<file path="src/rtl/uart_pkg.sv">
// -----------------------------------------------------------------------------
// uart_pkg
// Shared types and helpers for the configurable UART transmitter.
//   parity_e       : parity mode held in the per-frame shadow configuration
//   tx_state_e     : serializer state encoding
//   baud_div()     : rounded clocks-per-bit for a clock/baud pair
//   decode_parity(): maps the 2-bit cfg_parity code onto parity_e
//   parity_bit()   : parity bit from the XOR accumulator of the data bits
// -----------------------------------------------------------------------------
package uart_pkg;

  typedef enum logic [1:0] {
    PAR_NONE = 2'd0,
    PAR_ODD  = 2'd1,
    PAR_EVEN = 2'd2
  } parity_e;

  typedef enum logic [2:0] {
    S_IDLE   = 3'd0,
    S_START  = 3'd1,
    S_DATA   = 3'd2,
    S_PARITY = 3'd3,
    S_STOP   = 3'd4,
    S_BREAK  = 3'd5,
    S_MARK   = 3'd6
  } tx_state_e;

  // Nearest integer clocks per bit: (clk_hz + baud/2) / baud.
  function automatic int baud_div(input int clk_hz, input int baud);
    return (clk_hz + (baud / 32'sd2)) / baud;
  endfunction

  // Code 3 is treated as "no parity", like code 0.
  function automatic parity_e decode_parity(input logic [1:0] code);
    parity_e mode;
    case (code)
      2'd1:    mode = PAR_ODD;
      2'd2:    mode = PAR_EVEN;
      default: mode = PAR_NONE;
    endcase
    return mode;
  endfunction

  // acc is the XOR of the transmitted data bits. Odd parity makes the total
  // count of ones odd, so it is the inverted accumulator.
  function automatic logic parity_bit(input parity_e mode, input logic acc);
    logic bit_v;
    case (mode)
      PAR_ODD:  bit_v = ~acc;
      PAR_EVEN: bit_v = acc;
      default:  bit_v = 1'b0;
    endcase
    return bit_v;
  endfunction

endpackage

</file>
<file path="src/rtl/uart_sync_fifo.sv">
// -----------------------------------------------------------------------------
// uart_sync_fifo
// Single-clock FIFO with registered read data. A pop loads rd_data_o with the
// head entry on the pop edge, so a word written at edge N is first poppable at
// edge N+1 (no fall-through).
// Ports:
//   clk, rst          clock, synchronous active-high reset (flushes contents)
//   push_i/wr_data_i  write request and data; ignored when full
//   pop_i             read request; ignored when empty
//   rd_data_o         word removed by the most recent pop
//   full_o, empty_o   occupancy flags
//   level_o           number of entries queued
// -----------------------------------------------------------------------------
module uart_sync_fifo #(
  parameter int WIDTH = 8,
  parameter int DEPTH = 16
) (
  input  logic                   clk,
  input  logic                   rst,
  input  logic                   push_i,
  input  logic [WIDTH-1:0]       wr_data_i,
  input  logic                   pop_i,
  output logic [WIDTH-1:0]       rd_data_o,
  output logic                   full_o,
  output logic                   empty_o,
  output logic [$clog2(DEPTH):0] level_o
);

  localparam int          AW         = $clog2(DEPTH);
  localparam logic [AW:0] FULL_LEVEL = DEPTH[AW:0];

  logic [WIDTH-1:0] mem_q [DEPTH];
  logic [AW-1:0]    wr_ptr_q;
  logic [AW-1:0]    rd_ptr_q;
  logic [AW:0]      level_q;
  logic [WIDTH-1:0] rd_data_q;
  logic             do_push_s;
  logic             do_pop_s;

  assign full_o    = (level_q == FULL_LEVEL);
  assign empty_o   = (level_q == {(AW+1){1'b0}});
  assign level_o   = level_q;
  assign rd_data_o = rd_data_q;
  assign do_push_s = push_i & ~full_o;
  assign do_pop_s  = pop_i & ~empty_o;

  // Storage array; written only on an accepted push.
  always_ff @(posedge clk) begin
    if (do_push_s) begin
      mem_q[wr_ptr_q] <= wr_data_i;
    end
  end

  // Pointers, occupancy and registered read data.
  always_ff @(posedge clk) begin
    if (rst) begin
      wr_ptr_q  <= {AW{1'b0}};
      rd_ptr_q  <= {AW{1'b0}};
      level_q   <= {(AW+1){1'b0}};
      rd_data_q <= {WIDTH{1'b0}};
    end else begin
      if (do_push_s) begin
        wr_ptr_q <= wr_ptr_q + AW'(1'b1);
      end
      if (do_pop_s) begin
        rd_ptr_q  <= rd_ptr_q + AW'(1'b1);
        rd_data_q <= mem_q[rd_ptr_q];
      end
      // Simultaneous push and pop leaves the level unchanged.
      case ({do_push_s, do_pop_s})
        2'b10:   level_q <= level_q + {{AW{1'b0}}, 1'b1};
        2'b01:   level_q <= level_q - {{AW{1'b0}}, 1'b1};
        default: level_q <= level_q;
      endcase
    end
  end

endmodule

</file>
<file path="src/rtl/uart_tx_cfg.sv">
// -----------------------------------------------------------------------------
// uart_tx_cfg
// Runtime-configurable UART transmitter with TX FIFO and line-break support.
// Ports:
//   clk, rst        clock, synchronous active-high reset (aborts any frame)
//   valid, data     producer byte; accepted when valid & ready
//   ready           FIFO not full
//   cfg_div         clocks per bit; 0 or 1 selects the BAUD-derived default
//   cfg_data_bits   data length = 5 + cfg_data_bits
//   cfg_parity      0/3 none, 1 odd, 2 even
//   cfg_stop2       two stop bits when set
//   send_break      level request to hold the line low between frames
//   txd             registered serial output, idles high
//   busy            serializer active or bytes still queued
//   fifo_level      entries currently queued
// Config is captured into shadow registers when a byte is popped, so cfg_*
// may change at any time without disturbing the frame on the wire.
// -----------------------------------------------------------------------------
module uart_tx_cfg
  import uart_pkg::*;
#(
  parameter int CLK_HZ     = 125_000_000,
  parameter int BAUD       = 115_200,
  parameter int DIV_W      = 16,
  parameter int FIFO_DEPTH = 16
) (
  input  logic                        clk,
  input  logic                        rst,
  input  logic                        valid,
  input  logic [7:0]                  data,
  output logic                        ready,
  input  logic [DIV_W-1:0]            cfg_div,
  input  logic [1:0]                  cfg_data_bits,
  input  logic [1:0]                  cfg_parity,
  input  logic                        cfg_stop2,
  input  logic                        send_break,
  output logic                        txd,
  output logic                        busy,
  output logic [$clog2(FIFO_DEPTH):0] fifo_level
);

  localparam int               BAUD_DIV_I = baud_div(CLK_HZ, BAUD);
  localparam logic [DIV_W-1:0] BAUD_DIV   = BAUD_DIV_I[DIV_W-1:0];

  // Serializer state and datapath registers
  tx_state_e        state_q, state_d;
  logic [DIV_W-1:0] cnt_q, cnt_d;
  logic [2:0]       idx_q, idx_d;
  logic [7:0]       shift_q, shift_d;
  logic             par_acc_q, par_acc_d;
  logic             txd_q, txd_d;

  // Shadow configuration for the frame in flight
  logic [DIV_W-1:0] div_q, div_d;
  logic [1:0]       dbits_q, dbits_d;
  parity_e          parity_q, parity_d;
  logic             stop2_q, stop2_d;

  // FIFO interface
  logic             fifo_push_s;
  logic             fifo_pop_s;
  logic [7:0]       fifo_rdata_s;
  logic             fifo_full_s;
  logic             fifo_empty_s;

  logic [DIV_W-1:0] div_live_s;
  logic [DIV_W-1:0] div_m1_s;
  logic [2:0]       last_idx_s;
  logic             bit_end_s;
  logic             launch_s;

  assign ready       = ~fifo_full_s;
  assign fifo_push_s = valid & ~fifo_full_s;
  assign txd         = txd_q;
  assign busy        = (state_q != S_IDLE) | ~fifo_empty_s;

  assign div_live_s = (cfg_div < DIV_W'(2'd2)) ? BAUD_DIV : cfg_div;
  assign div_m1_s   = div_q - DIV_W'(1'b1);
  assign last_idx_s = 3'd4 + {1'b0, dbits_q};
  assign bit_end_s  = (cnt_q == {DIV_W{1'b0}});

  uart_sync_fifo #(
    .WIDTH (8),
    .DEPTH (FIFO_DEPTH)
  ) u_fifo (
    .clk       (clk),
    .rst       (rst),
    .push_i    (fifo_push_s),
    .wr_data_i (data),
    .pop_i     (fifo_pop_s),
    .rd_data_o (fifo_rdata_s),
    .full_o    (fifo_full_s),
    .empty_o   (fifo_empty_s),
    .level_o   (fifo_level)
  );

  // Next-state, line level and datapath updates for the serializer.
  always_comb begin
    state_d    = state_q;
    cnt_d      = cnt_q;
    idx_d      = idx_q;
    shift_d    = shift_q;
    par_acc_d  = par_acc_q;
    txd_d      = txd_q;
    div_d      = div_q;
    dbits_d    = dbits_q;
    parity_d   = parity_q;
    stop2_d    = stop2_q;
    fifo_pop_s = 1'b0;
    launch_s   = 1'b0;

    case (state_q)
      S_IDLE: begin
        txd_d = 1'b1;
        if (send_break) begin
          state_d = S_BREAK;
          txd_d   = 1'b0;
        end else if (!fifo_empty_s) begin
          launch_s = 1'b1;
        end else begin
          state_d = S_IDLE;
        end
      end

      // The popped byte lands in the FIFO read register on the pop edge and
      // stays put until the next pop, so it is picked up at the end of START.
      S_START: begin
        if (bit_end_s) begin
          state_d   = S_DATA;
          shift_d   = fifo_rdata_s;
          txd_d     = fifo_rdata_s[0];
          par_acc_d = fifo_rdata_s[0];
          idx_d     = 3'd0;
          cnt_d     = div_m1_s;
        end else begin
          cnt_d = cnt_q - DIV_W'(1'b1);
        end
      end

      S_DATA: begin
        if (bit_end_s) begin
          cnt_d = div_m1_s;
          if (idx_q == last_idx_s) begin
            if (parity_q == PAR_NONE) begin
              state_d = S_STOP;
              txd_d   = 1'b1;
              idx_d   = 3'd0;
            end else begin
              state_d = S_PARITY;
              txd_d   = parity_bit(parity_q, par_acc_q);
            end
          end else begin
            idx_d     = idx_q + 3'd1;
            shift_d   = {1'b0, shift_q[7:1]};
            txd_d     = shift_q[1];
            par_acc_d = par_acc_q ^ shift_q[1];
          end
        end else begin
          cnt_d = cnt_q - DIV_W'(1'b1);
        end
      end

      S_PARITY: begin
        if (bit_end_s) begin
          state_d = S_STOP;
          txd_d   = 1'b1;
          idx_d   = 3'd0;
          cnt_d   = div_m1_s;
        end else begin
          cnt_d = cnt_q - DIV_W'(1'b1);
        end
      end

      // idx counts stop bits here. A pending break wins over queued data, and
      // queued data starts the next frame with no idle gap.
      S_STOP: begin
        txd_d = 1'b1;
        if (bit_end_s) begin
          if (stop2_q && (idx_q == 3'd0)) begin
            idx_d = 3'd1;
            cnt_d = div_m1_s;
          end else if (send_break) begin
            state_d = S_BREAK;
            txd_d   = 1'b0;
          end else if (!fifo_empty_s) begin
            launch_s = 1'b1;
          end else begin
            state_d = S_IDLE;
          end
        end else begin
          cnt_d = cnt_q - DIV_W'(1'b1);
        end
      end

      S_BREAK: begin
        if (send_break) begin
          txd_d = 1'b0;
        end else begin
          state_d = S_MARK;
          txd_d   = 1'b1;
          cnt_d   = div_live_s - DIV_W'(1'b1);
        end
      end

      S_MARK: begin
        txd_d = 1'b1;
        if (bit_end_s) begin
          state_d = S_IDLE;
        end else begin
          cnt_d = cnt_q - DIV_W'(1'b1);
        end
      end

      default: begin
        state_d = S_IDLE;
        txd_d   = 1'b1;
      end
    endcase

    // Frame launch: pop the head byte, snapshot the config, drive the start bit.
    if (launch_s) begin
      fifo_pop_s = 1'b1;
      state_d    = S_START;
      txd_d      = 1'b0;
      div_d      = div_live_s;
      dbits_d    = cfg_data_bits;
      parity_d   = decode_parity(cfg_parity);
      stop2_d    = cfg_stop2;
      cnt_d      = div_live_s - DIV_W'(1'b1);
      idx_d      = 3'd0;
    end else begin
      fifo_pop_s = 1'b0;
    end
  end

  // Serializer and shadow-config registers.
  always_ff @(posedge clk) begin
    if (rst) begin
      state_q   <= S_IDLE;
      cnt_q     <= {DIV_W{1'b0}};
      idx_q     <= 3'd0;
      shift_q   <= 8'h00;
      par_acc_q <= 1'b0;
      txd_q     <= 1'b1;
      div_q     <= {DIV_W{1'b0}};
      dbits_q   <= 2'd0;
      parity_q  <= PAR_NONE;
      stop2_q   <= 1'b0;
    end else begin
      state_q   <= state_d;
      cnt_q     <= cnt_d;
      idx_q     <= idx_d;
      shift_q   <= shift_d;
      par_acc_q <= par_acc_d;
      txd_q     <= txd_d;
      div_q     <= div_d;
      dbits_q   <= dbits_d;
      parity_q  <= parity_d;
      stop2_q   <= stop2_d;
    end
  end

endmodule
</file>
<file path="config.mk">
export PLATFORM = sky130hd
export DESIGN_NAME = uart_tx_cfg
export DESIGN_NICKNAME = d
export VERILOG_FILES = /design/src/rtl/uart_pkg.sv /design/src/rtl/uart_sync_fifo.sv /design/src/rtl/uart_tx_cfg.sv
export SDC_FILE = /design/constraint.sdc
export NUM_CORES = 1
export LEC_CHECK = 0
export CAP_MARGIN = 10
export CORE_ASPECT_RATIO = 0.6
export CORE_MARGIN = 2
export CORE_UTILIZATION = 55
export DETAILED_ROUTE_END_ITERATION = 12
export PLACE_DENSITY = 0.75
export SETUP_SLACK_MARGIN = 0.5
export SYNTH_ARGS = -nofsm -noshare
export SYNTH_HDL_FRONTEND = slang
export SYNTH_HIERARCHICAL = 1
export SYNTH_SLANG_ARGS = --single-unit
</file>
<file path="constraint.sdc">
create_clock -name clk -period 5.45 [get_ports clk]
set_clock_uncertainty 0.05 [all_clocks]
set_input_delay 0.545 -clock clk [delete_from_list [all_inputs] [get_ports clk]]
set_output_delay 0.545 -clock clk [all_outputs]
set_load 0.005 [all_outputs]
</file>
# == After elaboration in Yosys (flattened, before gate mapping) ==
# Memories as Yosys holds them, arrays and structs flattened. A register that Yosys moved wholly into a read port is not among the register bits.
# Cells that the tools add are included.
# op_classes
add_sub_neg,9
order_cmp,1
eq_ne,36
muxes,55
n_bitwise,8
n_reduce_logical,21
# op_table
cell,count
2-to-1 mux 16 bit,7
case mux 16 bit (4 select lines),1
2-to-1 mux 3 bit,16
"subtractor 16 x 1 -> 16 bit, second input constant",3
"inequality test 3 bit, second input constant",10
2-to-1 mux 8 bit,3
case mux 3 bit (7 select lines),1
"inequality test 2 bit, second input constant",10
2-to-1 mux 1 bit,19
zero test 16 bit,1
"< comparator 16 x 2 -> 1 bit, second input constant",1
case mux 8 bit (2 select lines),1
AND reduction 8 bit,2
case mux 5 bit (2 select lines),1
"equality test 3 bit, second input constant",3
case mux 3 bit (3 select lines),1
"adder 4 x 1 -> 4 bit, second input constant",2
AND reduction 4 bit,2
"equality test 2 x 1 -> 1 bit, second input constant",3
"equality test 2 bit, second input constant",3
"equality test 3 x 2 -> 1 bit, second input constant",2
zero test 3 bit,2
case mux 1 bit (2 select lines),3
AND reduction 6 bit,1
other kinds (24),32
# totals
reg_bits,66
ram_bits,128
inputBits,33
output_inout_bits,8
elab_cells,145
mem_count,1
# memory_table
memory,words,width,read_ports,rd_ports_with_merged_regs,wr,line,rtl
u_fifo.mem_q,16,8,1,1,1,uart_sync_fifo.sv:32,logic [WIDTH-1:0] mem_q [DEPTH];

# == Longest topological paths before layout ==
# Gate-level depths: netlist of the first run.
# depth
word_depth,10
depth_mapped,18
mapped_depth_nobuf,15

# == Cells and area by module ==
# The synthesis of the first run kept the hierarchy.
# by_module_without_submodules
mod,instances,cells_each,area_each_um2,seq_area_each_um2
uart_sync_fifo,1,360,6012.0,4264.1
uart_tx_cfg,1,502,3716.1,1041.0

# == Least setup slack after synthesis of the first run ==
# No wires, ideal clock.
# synth_path
path_type,input port to flip-flop
from,input port send_break
to,"register u_fifo.level_q[4], in the netlist u_fifo/level_o[4]"
setup_time_ps,121
arrival_time_ps,3940
required_ps,5279
slack_ps,1339
stages,16
n_path_buf,3
path_cell_list,clkbuf_1 -> or4_1 -> nor4_1 -> a21oi_1 -> inv_2 -> buf_2 -> o21a_4 -> buf_6 -> ha_1 -> inv_1 -> fa_1 -> nor2b_1 -> o21ai_0 -> nand3_1 -> or3b_1 -> mux2_2
# synth_via
elab_chain_cells,8
elab_cells_between_ends,10
classes_between,eq/ne (2); mux (6); bitwise (1); reduce/logical (1)
# synth_rtl
element,line,rtl
from (decl),uart_tx_cfg.sv:36,"input logic send_break,"
2-to-1 mux 1 bit (*),uart_tx_cfg.sv:115,if (send_break) begin
2-to-1 mux 1 bit,uart_tx_cfg.sv:179,if (stop2_q && (idx_q == 3'd0)) begin
2-to-1 mux 1 bit,uart_tx_cfg.sv:178,if (bit_end_s) begin
case mux 1 bit (2 select lines) (*),uart_tx_cfg.sv:112,case (state_q)
2-to-1 mux 1 bit (*),uart_tx_cfg.sv:221,if (launch_s) begin
net fifo_pop_s,uart_tx_cfg.sv:61,logic fifo_pop_s;
bitwise AND 1 bit (*),uart_sync_fifo.sv:45,assign do_pop_s = pop_i & ~empty_o;
net u_fifo.do_pop_s,uart_sync_fifo.sv:38,logic do_pop_s;
equality test 2 x 1 -> 1 bit / equality test 2 bit (equally long branches),uart_sync_fifo.sv:70,"case ({do_push_s, do_pop_s})"
case mux 5 bit (2 select lines) / nonzero test 2 bit (equally long branches),--,
to (signal assigned),uart_sync_fifo.sv:71,"2'b10: level_q <= level_q + {{AW{1'b0}}, 1'b1};"
to (signal assigned),uart_sync_fifo.sv:72,"2'b01: level_q <= level_q - {{AW{1'b0}}, 1'b1};"
to (signal assigned),uart_sync_fifo.sv:73,default: level_q <= level_q;
to (decl),uart_sync_fifo.sv:35,logic [AW:0] level_q;
# Mark *: on every way through the listed nets, which the timed path passes. The rest lies on a longest branch.
# A chain may end at the register's enable or synchronous reset.

# == Worst setup path in the final report of the first run ==
# layout_path
from,"register u_fifo.level_q[0], in the netlist u_fifo/level_o[0]"
to,"register u_fifo.level_q[4], in the netlist u_fifo/level_o[4]"
# layout_via
elab_chain_cells,10
elab_cells_between_ends,19
classes_between,add/sub (2); eq/ne (3); mux (7); bitwise (5); reduce/logical (2)
# layout_rtl
element,line,rtl
from (signal assigned),uart_sync_fifo.sv:59,level_q <= {(AW+1){1'b0}};
from (signal assigned),uart_sync_fifo.sv:71,
from (signal assigned),uart_sync_fifo.sv:72,
zero test 5 bit (*),uart_sync_fifo.sv:41,assign empty_o = (level_q == {(AW+1){1'b0}});
net fifo_empty_s,uart_tx_cfg.sv:64,logic fifo_empty_s;
2-to-1 mux 1 bit,"uart_tx_cfg.sv:118, uart_tx_cfg.sv:185",
2-to-1 mux 1 bit,uart_tx_cfg.sv:115,
2-to-1 mux 1 bit,uart_tx_cfg.sv:179,
2-to-1 mux 1 bit,uart_tx_cfg.sv:178,
case mux 1 bit (2 select lines),uart_tx_cfg.sv:112,
2-to-1 mux 1 bit,uart_tx_cfg.sv:221,
bitwise AND 1 bit (*),uart_sync_fifo.sv:45,
equality test 2 x 1 -> 1 bit / equality test 2 bit (equally long branches),uart_sync_fifo.sv:70,
case mux 5 bit (2 select lines) / nonzero test 2 bit (equally long branches),--,
# Marked as above.

==> metrics.txt, run 1 <==
leading cell type in the layout, fill and taps excluded=edfxtp_1; maxcap violations=0; GPL Wtd Cong=0.926; post-synthesis mux area share=9.38%; vias per cell=6.26; port buffer count=40; Post CTS Setup Buffer Count=0; cell count after synthesis=862; adder-cell share of the synthesized area=2.01%; Worst Tran Pin Value=1.16 ns; post-synthesis xor/xnor area fraction=3.59%; Syn Area/Cell=11.3 µm²; CTS tree=yes; total grt overflow=0; combinational family with the most area after synthesis=simple AND/OR/NAND/NOR gates; static leakage=3.60 nW; Tcrit/Tclk final=77.9%; Synth Register Bits=201; fin nets=933; final WL=23.9 mm; kind of end point of the critical path=register; RSZ-0062 raised after global routing=false; share of flip-flops with an asynchronous set or reset=0%; first-pass detailed-route iteration total=7; sequential share of the synthesized area=54.5%; Final Util=63.5%; outcome=complete, no violations; first-pass GRT wire length=37.5 mm; CP max stage delay=0.54 ns; H-tree depth=1; Initial Util=56.5%; # DRC=0; number of synthesized flops with an enable pin=128; gr usage total=25.9%; setup tns final=0 ns; core area=17200 µm²; Simple-Gate Fraction of Synth Area=14.7%; mapped cell area=9730 µm²; layout cell share with drive strength beyond 1=11.2%; commonest non-fill, non-tap cells in the layout=edfxtp_1 (128), nor2_1 (90), dfxtp_1 (72), nand2_1 (71), a21oi_1 (52); Top FF cell, synth=edfxtp_1; Slew HR=21.8%; post-CTS resize count=0; Synth cell types=74; hpwl dp=16.4 mm; peak supply drop=0.333 mV; Inserted Diodes=0; Critical Path AT=4.58 ns; CTS root buf=clkbuf_16; DIE AREA=18800 µm²; Layout area overhead=12.4%; post-layout minimum cycle time=4.24 ns; Synth Warn #=6; DR WL/cell=21.1 µm; Final Max Slew Viols=0; CTS Buf Count=20; power density cells=462 nW/µm²; initial antenna violation count=1; Boundary Pins=41; std cell rows=37; CP Buf/Inv Count=2; vias in the first global route=6470; Die Height=107 µm; die width=176 µm; final setup vio count=0; crit-path max FO=21; largest net degree at the start of global routing=59; Critical-path top delay cell=or4_1; Clock Pin Slew Worst Setup and Hold Paths=0.07 ns; final antenna-violating net count=0; clock latency on the worst-skew pair=0.51 ns; Hold WC Path Type=reg2reg; worst-path cell chain=or4_4 > nor2_1 > or4_1 > nor4_1 > a21oi_2 > inv_2 > o21a_4 > ha_1 > inv_1 > fa_1 > nor2b_1 > o21ai_0 > nand3_1 > or3b_1 > mux2_2; initial DRC count=959; CTS max path bufs=3; Crit Path Class=reg2reg; CTS Hold Bufs=0; startpoint types=register; Post-Syn Nets=910; CP top delay family=simple AND/OR/NAND/NOR gates; Hold Vio Cnt, Final=0; CP required=5.78 ns; Compound-Gate Fraction of Synth Area=12.5%; clk sinks=201; Fmax=0.236 GHz; routed via count=7097
[synthesized netlist by cell type, types with 19 or more instances]
cell type	n	share of area, %
xnor2_1	19	1.7
mux2i_1	45	4.6
dfxtp_1	73	15
xor2_1	19	1.7
inv_1	21	0.81
edfxtp_1	128	40
clkbuf_1	28	1.1
nor3_1	29	1.5
nor2_1	90	3.5
nand2_1	71	2.7
o21ai_0	35	1.8
a21oi_1	53	2.7
[where the power goes]
| group | internal [mW] | switching, mW |
|---|---|---|
| Combinational | 0.657 | 1.07 |
| Clock | 0.829 | 0.582 |
| Sequential | 1.75 | 0.157 |
| Total | 3.24 | 1.81 |
[worst paths after layout]
check / startpoint / slack, ns / endpoint / cells past startpoint
worst max-delay path: u_fifo/level_o[0] / 1.21 / u_fifo/level_o[4] / 15
worst max register to register: u_fifo/level_o[0] / 1.21 / u_fifo/level_o[4] / 15
worst min register to register: shift_q[7] / 0.41 / shift_q[7] / 2
worst min-delay path: shift_q[7] / 0.41 / shift_q[7] / 2
[cells by family after synthesis]
family | after synthesis
buf+inv | 70
flops | 201
fa+ha+maj | 15
mux | 70
xor+xnor | 39
simple gates | 286
compound gates | 181
[flip-flops by register name, indices dropped and copies added (netlist names), 4 cells and up]
| signal | cells |
|---|---|
| u_fifo/rd_data_o | 8 |
| u_fifo/rd_ptr_q | 4 |
| shift_q | 7 |
| u_fifo/wr_ptr_q | 4 |
| cnt_q | 16 |
| div_q | 16 |
| u_fifo/level_o | 5 |
| u_fifo/mem_q | 128 |
[stage by stage]
step	worst slack, ns	hold slack (ns)	power (mW)	cells	instance area (µm²)
6_report	1.21	0.408	5.05	1133	10900
2_1_floorplan	1.34	0.379	3.16	862	9730
3_5_place_dp	0.883	0.400	3.59	1097	10300
4_1_cts	1.24	0.408	5.01	1133	10900
3_3_place_gp	1.03	0.392	3.57	1097	10300
5_1_grt	0.922	0.430	5.29	1133	10900
[layer usage]
layer	global-route usage (%)	vias to the layer above	wire length [µm]
met5	0	-	13
met4	5.49	2	339
met3	6.81	29	2760
met2	33.6	363	9270
met1	42.3	3439	11500
li1	-	3264	-
[final cells by class]
| class | instances | area (µm²) |
|---|---|---|
| fill | 1326 | 6290 |
| clock buffer | 25 | 519 |
| clock inverter | 11 | 156 |
| tap | 234 | 293 |
| inverter | 22 | 82.6 |
| multi-input combinational | 591 | 4110 |
| timing repair buffer | 49 | 463 |
| sequential | 201 | 5310 |
[worst register-to-register path: cells and delay by family (launching register included)]
family	cells	cell delay, ns
AO/OA/AOI/OAI	3	0.57
flip-flops	1	0.46
buffers and inverters	2	0.20
multiplexers	1	0.27
adder cells (fa/ha/maj)	2	0.75
AND/OR/NAND/NOR	7	1.82
No activity file was read; power rests on OpenSTA's default activity.
==> run 2, diff against run 1 <==
==> constraint.sdc (replaced) <==
create_clock -name clk -period 4.2 [get_ports clk]
set_clock_uncertainty 0.05 [all_clocks]
set_input_delay 0.42 -clock clk [delete_from_list [all_inputs] [get_ports clk]]
set_output_delay 0.42 -clock clk [all_outputs]
set_load 0.005 [all_outputs]
==> run 2 against run 1 <==
  * Via count is 0.56% higher
  * Maximum frequency increased by 21%
  * Clock power increased by 35%
  * Largest cell class unchanged
  * Sequential cell count did not move
==> metrics.txt, run 2 (synthesized netlist as in run 1, its figures left out) <==
vias in the first global route=6583 (+1.7%); Hold WC Path Type=reg2reg; post-layout minimum cycle time=3.52 ns (-0.726 ns); # DRC=0 (unchanged); first-pass GRT wire length=37.2 mm (-0.62%); CTS root buf=clkbuf_16; std cell rows=37 (unchanged); fin nets=946 (+1.4%); layout cell share with drive strength beyond 1=14.1% (+2.9 points); port buffer count=40 (unchanged); CTS Buf Count=20 (unchanged); largest net degree at the start of global routing=58 (-1.7%); leading cell type in the layout, fill and taps excluded=edfxtp_1; max FFs per register=128 (unchanged); registers with the most flip-flops=u_fifo/mem_q: 128 flops, cnt_q: 16 flops, div_q: 16 flops; Crit Path Class=reg2reg; Final Util=64.7% (+1.2 points); Layout area overhead=14.5%; vias per cell=6.23 (-0.58%); CTS tree=yes; hpwl dp=16.3 mm (-0.15%); clock latency on the worst-skew pair=0.51 ns (about the same); CTS Hold Bufs=0 (unchanged); routed via count=7137 (+0.56%); outcome=complete, no violations; GPL Wtd Cong=0.948 (+2.4%); initial DRC count=927 (-3.3%); CP required=4.54 ns (-1.24 ns); setup tns final=0 ns (unchanged); RSZ-0062 raised after global routing=false; first-pass detailed-route iteration total=6 (-1); core area=17200 µm² (unchanged); fin cells=1146 (+1.1%); initial antenna violation count=1 (unchanged); Inserted Diodes=0 (unchanged); static leakage=3.70 nW (+2.8%); power density cells=603 nW/µm² (+31%); final antenna-violating net count=0 (unchanged); clk sinks=201 (unchanged); Tcrit/Tclk final=83.7% (+5.9 points); Slew HR=29.2% (+7.4 points); DIE AREA=18800 µm² (unchanged); DR WL/cell=20.9 µm (-0.99%); Final Max Slew Viols=0 (unchanged); total grt overflow=0 (unchanged); peak supply drop=0.436 mV (+31%); commonest non-fill, non-tap cells in the layout=edfxtp_1 (128), nor2_1 (90), nand2_1 (71), dfxtp_1 (68), a21oi_1 (52); Multi-input gate area=4160 µm² (+1.3%); kind of end point of the critical path=register; Clock Pin Slew Worst Setup and Hold Paths=0.07 ns (about the same); total placed cells including tap cells=1108 (+1.0%); die width=176 µm (unchanged); # fillers=1328 (+0.15%); startpoint types=register; placed cell area=10400 µm² (+1.3%); CTS max path bufs=3 (unchanged); final setup vio count=0 (unchanged); maxcap violations=0 (unchanged); Largest Register=u_fifo/mem_q; H-tree depth=1 (unchanged); Initial Util=56.5% (unchanged); gr usage total=25.9% (about the same); Fmax=0.284 GHz (+21%); Die Height=107 µm (unchanged); Hold Vio Cnt, Final=0 (unchanged); final WL=23.9 mm (+0.15%); Worst Tran Pin Value=1.06 ns (-0.103 ns); Seq. cell area=5320 µm² (+0.24%); Critical Path AT=3.85 ns (-0.73 ns); crit-path max FO=6 (-71%); design area=11100 µm² (+1.9%); Boundary Pins=41 (unchanged)
==> run 2: changes by cell type in the layout (fill, tap and decap cells not counted), moves of 2 or more <==
cell	change
buf_4	+13
clkbuf_1	-3
clkbuf_8	+2
clkinv_1	-2
clkinv_4	+2
clkinv_8	-2
dfxtp_1	-4
dfxtp_4	+3
inv_6	+2
or4_1	-2
or4_4	+2
==> run 2: what timing repair did <==
| action | 4_1_cts | 5_1_grt |
|---|---|---|
| resized for setup | 0 | 7 |
| setup buffers | 0 | 2 |
| setup endpoints to repair | 0 | 1 |
==> run 2: cell type report <==
type | count | share of cell area [%]
flip-flops and latches | 201 | 47.8
multi-input cells | 591 | 37.4
repair buffers | 62 | 5.03
clock buffers | 24 | 4.81
well taps | 234 | 2.63
clock inverters | 12 | 1.61
inverters | 22 | 0.764
==> run 2: through the flow <==
step | total power [mW] | worst slack [ns] | hold WS, ns
after floorplan | 4.15 | 0.501 | 0.379
after global placement | 4.70 | 0.431 | 0.388
after detailed placement | 4.73 | 0.320 | 0.400
after CTS | 6.64 | 0.622 | 0.395
after global routing | 7.04 | 0.503 | 0.447
final | 6.71 | 0.683 | 0.409
==> run 2: power breakdown <==
| part | switching, mW | internal (mW) | total (mW) |
|---|---|---|---|
| sequential | 0.180 | 2.27 | 2.45 |
| clock | 0.779 | 1.12 | 1.90 |
| combinational | 1.46 | 0.906 | 2.36 |
| total | 2.41 | 4.30 | 6.71 |
==> run 2: path summary, 6_finish.rpt <==
check / from / to / slack (ns) / cells after the start
worst max-delay path: u_fifo/level_o[0] / u_fifo/level_o[4] / 0.68 / 15
worst min register to register: shift_q[7] / shift_q[7] / 0.41 / 2
worst max register to register: u_fifo/level_o[0] / u_fifo/level_o[4] / 0.68 / 15
worst min-delay path: shift_q[7] / shift_q[7] / 0.41 / 2
==> run 2: critical path: stages (launching register included) <==
cell and delay, ns:
dfxtp_4 0.38, or4_4 0.14, nor2_1 0.07, or4_4 0.53, nor4_4 0.35, a21oi_4 0.10
inv_4 0.06, o21a_4 0.13, ha_4 0.14, inv_1 0.08, fa_1 0.45, nor2b_2 0.14
o21ai_1 0.09, nand3_1 0.08, or3b_1 0.35, mux2_2 0.27
==> run 2: layer usage <==
layer | track usage, % | part of all wire (%)
met4 | 4.25 | 1.4
met2 | 34.1 | 39
met3 | 6.52 | 11
met1 | 42.7 | 49
met5 | 0 | 0
==> run 3, diff against run 2 <==
--- a/config.mk
+++ b/config.mk
@@ -10,7 +10,7 @@
 export CORE_MARGIN = 2
 export CORE_UTILIZATION = 55
 export DETAILED_ROUTE_END_ITERATION = 12
-export PLACE_DENSITY = 0.75
+export PLACE_DENSITY = 0.78
 export SETUP_SLACK_MARGIN = 0.5
 export SYNTH_ARGS = -nofsm -noshare
 export SYNTH_HDL_FRONTEND = slang
==> constraint.sdc (replaced) <==
create_clock -name clk -period 2.9 [get_ports clk]
set_clock_uncertainty 0.05 [all_clocks]
set_input_delay 0.29 -clock clk [delete_from_list [all_inputs] [get_ports clk]]
set_output_delay 0.29 -clock clk [all_outputs]
set_load 0.005 [all_outputs]
==> run 3 against run 2 <==
  * The run now ends with setup timing left
  * Critical path depth unchanged
  * Combinational power up 130%
  * Sequential share of layout area shrank 5.8 points
  * Sequential power grew 43%
  * Critical endpoint unchanged
  * Non-clock buffer count up 109
  * Critical path type unchanged
  * Clock-buffer cell count up 3
  * First-iteration DRC count increased by 44%
  * Core utilization grew 8.9 points
  * Final area up 14%
  * Power rose by 73%
  * Setup slack got worse by 1.3 ns
==> metrics.txt, run 3 (synthesized netlist as in run 1, its figures left out) <==
maxcap violations=0 (unchanged); fin cells=1258 (+9.8%); H-tree depth=1 (unchanged); CTS root buf=clkbuf_16; clk sinks=201 (unchanged); CTS max path bufs=3 (unchanged); fin nets=1057 (+12%); initial antenna violation count=1 (unchanged); RSZ-0062 raised after global routing=true; max FFs per register=128 (unchanged); hold path startpoint=rst; Reg2Reg Depth=15 (unchanged); Net Sw Frac=39.3% (+3.4 points); std cell rows=37 (unchanged); CTS Buf Count=20 (unchanged); clock latency on the worst-skew pair=0.52 ns (about the same); Clock Pin Slew Worst Setup and Hold Paths=0.07 ns (about the same); outcome=finished with violations; sequential fraction of design power=30.1% (-6.5 points); Tcrit/Tclk final=121% (+38 points); Slew HR=50.8% (+22 points); CTS Hold Bufs=0 (unchanged); crit-path max FO=4 (-2); CP top delay family=simple AND/OR/NAND/NOR gates; pre-CTS WS=-0.577 ns (-0.897 ns); Fmax=0.284 GHz (about the same); Hold Vio Cnt, Final=0 (unchanged); worst r2r dst=u_fifo/level_o[4]; gr usage total=29.5% (+3.6 points); CP Buf/Inv Count=2 (unchanged); GPL Wtd Cong=0.920 (-2.9%); layout cell share with drive strength beyond 1=32.4% (+18 points); Hold WC Path Type=in2reg; core area=17200 µm² (unchanged); first-pass detailed-route iteration total=6 (unchanged); registers with the most flip-flops=u_fifo/mem_q: 128 flops, cnt_q: 16 flops, div_q: 16 flops; RR Startpoint=u_fifo/level_o[1]; Final Max Slew Viols=0 (unchanged); first-pass GRT wire length=42.4 mm (+14%); DIE AREA=18800 µm² (unchanged); setup tns final=-1.26 ns (-1.26 ns); post-layout minimum cycle time=3.52 ns (+0.000156 ns); Worst Tran Pin Value=0.736 ns (-0.325 ns); failing checks=setup timing; routed via count=8490 (+19%); Largest Register=u_fifo/mem_q; Clock Power Share=22.9% (-5.4 points); leading cell type in the layout, fill and taps excluded=edfxtp_1; Gate power share=47.0% (+12 points); kind of end point of the critical path=register; peak supply drop=0.545 mV (+25%); startpoint types=register; Crit Path Class=reg2reg; power density cells=919 nW/µm² (+52%); largest net degree at the start of global routing=41 (-29%); slack of the worst reg-to-reg path=-0.62 ns (-1.30 ns); CTS tree=yes; Int Power=7.06 mW (+64%); total placed cells including tap cells=1174 (+6.0%); Boundary Pins=41 (unchanged); worst-path cell chain=or4_4 > nor2_4 > or4_4 > nor4_4 > a21oi_4 > inv_4 > o21a_4 > ha_4 > inv_4 > fa_2 > nor2b_4 > o21ai_2 > nand3_1 > or3b_4 > mux2_4; DR WL/cell=25.3 µm (+21%); Layout area overhead=30.2%; vias per cell=6.75 (+8.4%); hpwl dp=17.3 mm (+5.8%); Critical-path top delay cell=or4_4; Critical Path AT=3.85 ns (about the same); CP required=3.24 ns (-1.30 ns); initial DRC count=1338 (+44%); port buffer count=40 (unchanged); Initial Util=56.5% (unchanged); static leakage=4.41 nW (+19%); final WL=31.8 mm (+33%); total grt overflow=0 (unchanged); Die Height=107 µm (unchanged); die width=176 µm (unchanged); final antenna-violating net count=0 (unchanged); # DRC=0 (unchanged); CP max stage delay=0.51 ns (-0.02 ns); final setup vio count=5 (+5); Worst Hold End=u_fifo/wr_ptr_q[3]; P_sw=4.57 mW (+89%); vias in the first global route=7593 (+15%); Overall Power=11.6 mW (+73%); final setup margin=-0.617 ns (-1.30 ns); WHS Path Cells=3 (+1); commonest non-fill, non-tap cells in the layout=edfxtp_1 (128), buf_4 (108), nor2_1 (70), nand2_1 (69), dfxtp_1 (64)
==> run 3: changes by cell type in the layout (fill, tap and decap cells not counted), moves of 8 or more <==
cell and change:
buf_4 +86, nor2_1 -20, buf_6 +14, clkdlybuf4s50_1 -13
nor2_2 +13, dlygate4sd2_1 +12, nor3_1 -12, a21oi_1 -10
a21oi_2 +8, nor2_4 +8, nor4_1 -8
==> run 3: per-stage QoR <==
step | cell area, µm² | hold slack, ns | util (%)
detailed placement | 11000 | 0.408 | 63.7
finish | 12700 | 0.260 | 73.5
CTS | 12200 | 0.236 | 70.6
global route | 12700 | 0.266 | 73.5
floorplan | 9900 | 0.339 | -
global placement | 11000 | 0.390 | 63.7
==> run 3: power by group through the flow <==
stage	Clock (mW)	Sequential, mW	Combinational, mW
6_report	2.66	3.51	5.46
3_3_place_gp	0	3.51	3.57
2_1_floorplan	0	3.51	2.52
5_1_grt	2.78	3.52	5.66
4_1_cts	2.64	3.47	4.30
3_5_place_dp	0	3.52	3.67
==> run 3: routing by layer <==
layer | up-vias | part of all wire (%) | global-route usage [%]
met3 | 204 | 13 | 9.40
li1 | 3517 | - | -
met4 | 0 | 5.4 | 7.56
met5 | - | 0 | 0
met2 | 731 | 42 | 42.5
met1 | 4038 | 39 | 43.3
==> run 3: repair_timing <==
item / 4_1_cts / 5_1_grt
gates cloned: 4 / 0
setup endpoints to repair: 61 / 112
resized for setup: 68 / 90
buffers inserted: 26 / 17
pin swaps: 27 / 37
==> run 3: worst max-delay path by stage <==
| stage | end | depth (start not counted) | from |
|---|---|---|---|
| floorplan | u_fifo/level_o[4] | 16 | u_fifo/level_o[0] |
| global placement | u_fifo/level_o[4] | 14 | send_break |
| detailed placement | u_fifo/level_o[4] | 14 | send_break |
| CTS | u_fifo/level_o[4] | 15 | u_fifo/level_o[0] |
| global route | u_fifo/level_o[4] | 15 | u_fifo/level_o[1] |
| finish | u_fifo/level_o[4] | 15 | u_fifo/level_o[1] |
==> run 3: cell type report <==
cell class	instances	area, µm²
Sequential cell	201	5320
Clock inverter	9	124
Timing Repair Buffer	171	1540
Tap cell	234	293
Antenna cell	1	2.50
Multi-Input combinational cell	593	4750
Inverter	22	87.6
Fill cell	1041	4560
Clock buffer	27	547
==> run 3: tightest hold or removal path: cells and delay by family <==
family	cells	cell delay, ns
buffers and inverters	2	0.36
and+or+nand+nor	1	0.13
